[src/rtl/preload_free_queue.sv]
// Circular free-list of identifiers, preloaded with 0, STRIDE, 2*STRIDE, ... on reset and flush.
// Optional sticky drop/underflow flag Err is enabled by defining FREEQ_ERRCHK_EN.
module preload_free_queue #(
  parameter int WIDTH  = 4,
  parameter int DEPTH  = 4,
  parameter int STRIDE = 4
) (
  input  logic                       Clk,
  input  logic                       Rest,
  input  logic                       Rable,
  output logic [WIDTH-1:0]           Dout,
  output logic [WIDTH-1:0]           PreOut,
  input  logic                       Wable0,
  input  logic [WIDTH-1:0]           Din0,
  input  logic                       Wable1,
  input  logic [WIDTH-1:0]           Din1,
  input  logic                       Clean,
  output logic                       Full,
  output logic                       Empty,
  output logic [$clog2(DEPTH+1)-1:0] Count
`ifdef FREEQ_ERRCHK_EN
  ,
  output logic                       Err
`endif
);

  localparam int PW = (DEPTH > 1) ? $clog2(DEPTH) : 1;
  localparam int CW = $clog2(DEPTH + 1);
  localparam logic [PW-1:0] LAST_IDX = PW'(DEPTH - 1);

  logic [WIDTH-1:0] mem_reg [DEPTH];
  logic [WIDTH-1:0] preload [DEPTH];
  logic [PW-1:0]    head_reg, tail_reg;
  logic [PW-1:0]    head_next, tail_next, w1_addr;
  logic [CW-1:0]    count_reg, count_next;
  logic [WIDTH-1:0] dout_reg;
  logic [CW:0]      free;
  logic             rd_fire, w0_fire, w1_fire;

  // Non-power-of-two depths need an explicit wrap rather than truncation.
  function automatic logic [PW-1:0] ptr_inc(input logic [PW-1:0] p);
    return (p == LAST_IDX) ? '0 : p + 1'b1;
  endfunction

  generate
    for (genvar gi = 0; gi < DEPTH; gi++) begin : g_preload
      assign preload[gi] = WIDTH'(gi * STRIDE);
    end
  endgenerate

  assign rd_fire = Rable & (count_reg != '0);
  // A slot vacated by this cycle's pop may be refilled in the same cycle.
  assign free    = (CW+1)'(DEPTH) - {1'b0, count_reg} + {{CW{1'b0}}, rd_fire};
  assign w0_fire = Wable0 & (free != '0);
  assign w1_fire = Wable1 & (free > {{CW{1'b0}}, w0_fire});
  assign w1_addr = w0_fire ? ptr_inc(tail_reg) : tail_reg;

  always_comb begin
    head_next = rd_fire ? ptr_inc(head_reg) : head_reg;
    tail_next = tail_reg;
    if (w0_fire && w1_fire)
      tail_next = ptr_inc(ptr_inc(tail_reg));
    else if (w0_fire || w1_fire)
      tail_next = ptr_inc(tail_reg);
    count_next = count_reg - CW'(rd_fire) + CW'(w0_fire) + CW'(w1_fire);
  end

  always_ff @(posedge Clk) begin
    if (Rest || Clean) begin
      for (int i = 0; i < DEPTH; i++)
        mem_reg[i] <= preload[i];
      head_reg  <= '0;
      tail_reg  <= '0;
      count_reg <= CW'(DEPTH);
      if (Rest)
        dout_reg <= '0;
    end else begin
      // Read-before-write: a pop and a return to the same slot see the old entry.
      if (rd_fire)
        dout_reg <= mem_reg[head_reg];
      if (w0_fire)
        mem_reg[tail_reg] <= Din0;
      if (w1_fire)
        mem_reg[w1_addr] <= Din1;
      head_reg  <= head_next;
      tail_reg  <= tail_next;
      count_reg <= count_next;
    end
  end

`ifdef FREEQ_ERRCHK_EN
  logic err_reg;
  always_ff @(posedge Clk) begin
    if (Rest)
      err_reg <= 1'b0;
    else if ((Wable0 & ~w0_fire) | (Wable1 & ~w1_fire) | (Rable & Empty))
      err_reg <= 1'b1;
  end
  assign Err = err_reg;
`endif

  assign Dout   = dout_reg;
  assign PreOut = mem_reg[head_reg];
  assign Count  = count_reg;
  assign Full   = (count_reg == CW'(DEPTH));
  assign Empty  = (count_reg == '0);

endmodule

[config.mk]
export PLATFORM = sky130hd
export DESIGN_NAME = preload_free_queue
export DESIGN_NICKNAME = d
export VERILOG_FILES = /design/src/rtl/preload_free_queue.sv
export SDC_FILE = /design/constraint.sdc
export NUM_CORES = 1
export LEC_CHECK = 0
export CORE_ASPECT_RATIO = 1.4
export CORE_UTILIZATION = 45
export CTS_BUF_LIST = sky130_fd_sc_hd__clkbuf_16
export DETAILED_ROUTE_END_ITERATION = 10
export MAX_ROUTING_LAYER = met4
export PLACE_DENSITY = 0.75
export SETUP_SLACK_MARGIN = 0.05
export SLEW_MARGIN = 30
export SYNTH_ARGS = -nofsm -noshare
export SYNTH_HDL_FRONTEND = slang
export SYNTH_SLANG_ARGS = --single-unit
[constraint.sdc]
create_clock -name Clk -period 5.5 [get_ports Clk]
set_input_delay 1.375 -clock Clk [delete_from_list [all_inputs] [get_ports Clk]]
set_output_delay 1.375 -clock Clk [all_outputs]
set_load 0.03 [all_outputs]
==> results.toml, run 1 <==
[job]
maxCapViolCount = 0

[cts]
clk_path_buf_depth = 2
clkLatencyLatePin_ns = 0.27
cts_resized = 0
cts_buffers = 5
clkTransAtPathRegs_ns = 0.05
cts_root_buf = "clkbuf_16"
post_cts.repair.setup_buffers = 0
cts_hold_buf = 0
cts_tree = "yes"
htree_num_levels = 2
clock_sinks = 29

[min_path]
hold_class = "reg2reg"
hp-start = "head_reg[0]$_SDFFE_PP0P_"
holdPathStages = 2

[finish]
area_delta_synth_final_pct = 24.7
final_layout_size_suffix_gt1_share_pct = 12.8
num-fill-cells = 281
largest_reg_flops = 16
diodes = 0
finalNetCount = 194

[placed_design]
numPortBuffers = 26
hpwl_um = 2890
place_ws_ns = 0.445
globalplace.congestion = 0.866

[worst_setup_path]
r2r_slack_ns = 1.59
critical_path_class = "in2reg"
cp-end-kind = "flip-flop"
r2r.worst_path.cells = 15
critical-path-top-delay-family = "adder cells"
worst-path-buf-inv = 4
crit_arrival_ns = 4.92
crit_path_start = "Rable"
cp_max_fo = 14
worstPathCellList = "clkdlybuf4s50_1 > nand2b_1 > ha_1 > inv_1 > ha_1 > and4b_4 > o2bb2ai_4 > ha_1 > o21bai_1 > o2bb2ai_4 > inv_1 > fa_1 > inv_1 > fa_1 > and2_1"
cpPeakStageDelay_ns = 0.41
r2r-start = "Count[2]$_SDFF_PP1_"
crit_required_ns = 5.66
r2r_end = "Count[1]$_SDFF_PP0_"
cp_slowest_cell = "fa_1"
critPathLaunchType = "input port"

[sta]
setup_ws_ns = 0.743
post-route-period-util_pct = 86.5
max_slew_margin_pct = 48.5
skew_ns = 0.00408
period_needed_ns = 4.76
setup_viol = 0
fmax_ghz = 0.210
hold_viol_final = 0
slew_viol_final = 0
worst_pin_slew_ns = 0.760
setup_tns_ns = 0
rsz0062_at_grt = "false"

[pwr]
cellInternalPower_w = 0.000691
switching_share_pct = 39.8
p_clk_share_pct = 21.7
p_comb_share_pct = 50.0
ir_drop_uv = 292
power_density_mw_per_mm2 = 543
p_leak_nw = 0.770
power_switching_w = 0.000457
seqPwrFrac_pct = 28.3

[yosys]
ys_types = 41
muxShareOfSynthArea_pct = 8.41
yosysWarnings = 0
synth_edf_count = 20
synth_top_family_by_area = "compound AO/OA/AOI/OAI gates"
synth_most_common_cell = "edfxtp_1"
yosysTopAreaCell = "edfxtp_1"
synthTopCellsByArea = "edfxtp_1 (35%), dfxtp_1 (11%), a32o_1 (5.3%)"
yosysTopAreaCellShare_pct = 35.4
ys.flop_type = "edfxtp_1"
ys_ff_latch = 29
synth.avg_cell_area_um2 = 11.8
seq_area_frac_synth_pct = 46.1
synthAdderAreaFrac_pct = 7.53
async_flop_share_pct = 0
synth_compound_area_share_pct = 19.7
netlist_area_mm2 = 0.00170
synthCells = 144
syn-num-nets = 167
synth_xor_xnor_area_share_pct = 1.55
synthTopCellsByCount = "edfxtp_1 (20), inv_1 (11), a32o_1 (9), dfxtp_1 (9), nor2_1 (8)"
yosys.area_share.simple_pct = 12.3

[outcome]
status = "finished clean"

[detailed_routing]
drt_first_pass_iters = 4
avgViaCountPerCell = 6.38
ant_nets = 0
drt-initial-drc-count = 74
dr_wl_met2_um = 2210
m1WireLength_um = 1330
post-route-drc-count = 0
vias = 1366
drt-wirelength-per-cell_um = 18.3
drt_wl_total_um = 3920
highest-signal-layer = "met4"
wl_met3_um = 253

[grt]
grt_pass1_wl_um = 6110
grt_max_degree = 15
grtUsageTotal_pct = 22.8
grt_antenna_before_repair = 0
gr-total-overflow = 0
grt_pass1_vias = 1323

[floorplan]
start_util_pct = 47.0
die_h_um = 74.6
num_io_pins = 27
die_area_mm2 = 0.00402
fp-row-count = 26
fp.coreArea_mm2 = 0.00361
chipWidth_um = 53.9
[kinds of logic (layout without fill, tap and decap cells)]
logic type / after synthesis / in the layout
AOI/OAI and AO/OA: 37 / 37
xor gates and xnor gates: 3 / 3
adders and majority gates: 9 / 9
buffers and inverters: 18 / 46
DFF: 29 / 29
muxes: 9 / 9
and+or+nand+nor: 39 / 39
[routing by layer]
metal	track usage, %	up-vias
li1	-	607
met1	22.5	656
met2	40.5	89
met3	4.85	14
met4	12.0	0
met5	-	-
[metrics by stage]
step | total power (W) | hold WS [ns] | instances | utilization [%] | cell area (µm²)
floorplan | 0.000760 | 0.495 | 144 | - | 1700
global placement | 0.000870 | 0.542 | 206 | 54.7 | 1980
detailed placement | 0.000894 | 0.548 | 206 | 54.7 | 1980
CTS | 0.00115 | 0.583 | 214 | 58.6 | 2110
global route | 0.00121 | 0.603 | 214 | 58.6 | 2110
finish | 0.00115 | 0.582 | 214 | 58.6 | 2110
[power groups by stage]
stage	logic [W]	clock network (W)	registers [W]
after detailed placement	0.000564	0	0.000330
after global routing	0.000614	0.000267	0.000334
after floorplan	0.000422	0	0.000339
after CTS	0.000571	0.000253	0.000326
final	0.000573	0.000250	0.000325
after global placement	0.000543	0	0.000326
[cells in the final DEF, fill, tap and decap left out, types with 3 or more instances in the layout]
master / n
edfxtp_1: 20
nand3_1: 5
nor2_1: 8
mux2i_1: 3
xnor2_1: 3
a32o_1: 9
a22oi_1: 3
clkdlybuf4s50_1: 26
clkbuf_16: 5
nand2_1: 5
and2_1: 5
a21oi_1: 4
dfxtp_1: 9
a22o_1: 3
mux4_2: 4
inv_1: 11
ha_1: 7
nand2b_1: 3
nor3_1: 4
o21ai_1: 3
[worst register-to-register path: stages, from the launching register on]
cell,delay [ns]
dfxtp_1,0.36
nor3_1,0.23
nand2b_1,0.28
ha_1,0.22
inv_1,0.05
ha_1,0.20
and4b_4,0.23
o2bb2ai_4,0.32
ha_1,0.30
o21bai_1,0.22
o2bb2ai_4,0.25
inv_1,0.12
fa_1,0.41
inv_1,0.08
fa_1,0.39
and2_1,0.14
[worst max path at each step]
stage                     slack [ns]             endpoint  depth (start not counted)
final                           0.74  Count[1]$_SDFF_PP0_                         15
after global routing            0.61  Count[1]$_SDFF_PP0_                         15
after CTS                       0.73  Count[1]$_SDFF_PP0_                         15
after detailed placement        0.45  Count[1]$_SDFF_PP0_                         15
after global placement          0.62  Count[1]$_SDFF_PP0_                         15
after floorplan                 0.94  Count[1]$_SDFF_PP0_                         17
[area by class of cell]
class / instances / area (µm²) / area share [%]
clock buffer: 5 / 125 / 5.92
clock inverter: 3 / 12.5 / 0.592
timing repair buffer: 26 / 260 / 12.3
multi-input combinational: 97 / 838 / 39.6
inverter: 12 / 45.0 / 2.13
tap: 42 / 52.6 / 2.49
sequential: 29 / 781 / 36.9
Note: power is estimated with default switching activity, not from simulation.
==> inputs of run 2 (changes only) <==
--- a/config.mk
+++ b/config.mk
@@ -8,6 +8,7 @@
 export CORE_ASPECT_RATIO = 1.4
 export CORE_UTILIZATION = 45
 export CTS_BUF_LIST = sky130_fd_sc_hd__clkbuf_16
+export CTS_CLUSTER_DIAMETER = 200
 export DETAILED_ROUTE_END_ITERATION = 10
 export MAX_ROUTING_LAYER = met4
 export PLACE_DENSITY = 0.75
==> results of run 2 <==
Same layout as run 1: the final DEF is identical, and so are final timing and power.
==> inputs of run 3 (changes only) <==
--- a/config.mk
+++ b/config.mk
@@ -13,7 +13,7 @@
 export MAX_ROUTING_LAYER = met4
 export PLACE_DENSITY = 0.75
 export SETUP_SLACK_MARGIN = 0.05
-export SLEW_MARGIN = 30
+export SLEW_MARGIN = 20
 export SYNTH_ARGS = -nofsm -noshare
 export SYNTH_HDL_FRONTEND = slang
 export SYNTH_SLANG_ARGS = --single-unit
==> results of run 3 <==
Same layout as run 1: the final DEF is identical, and so are final timing and power.
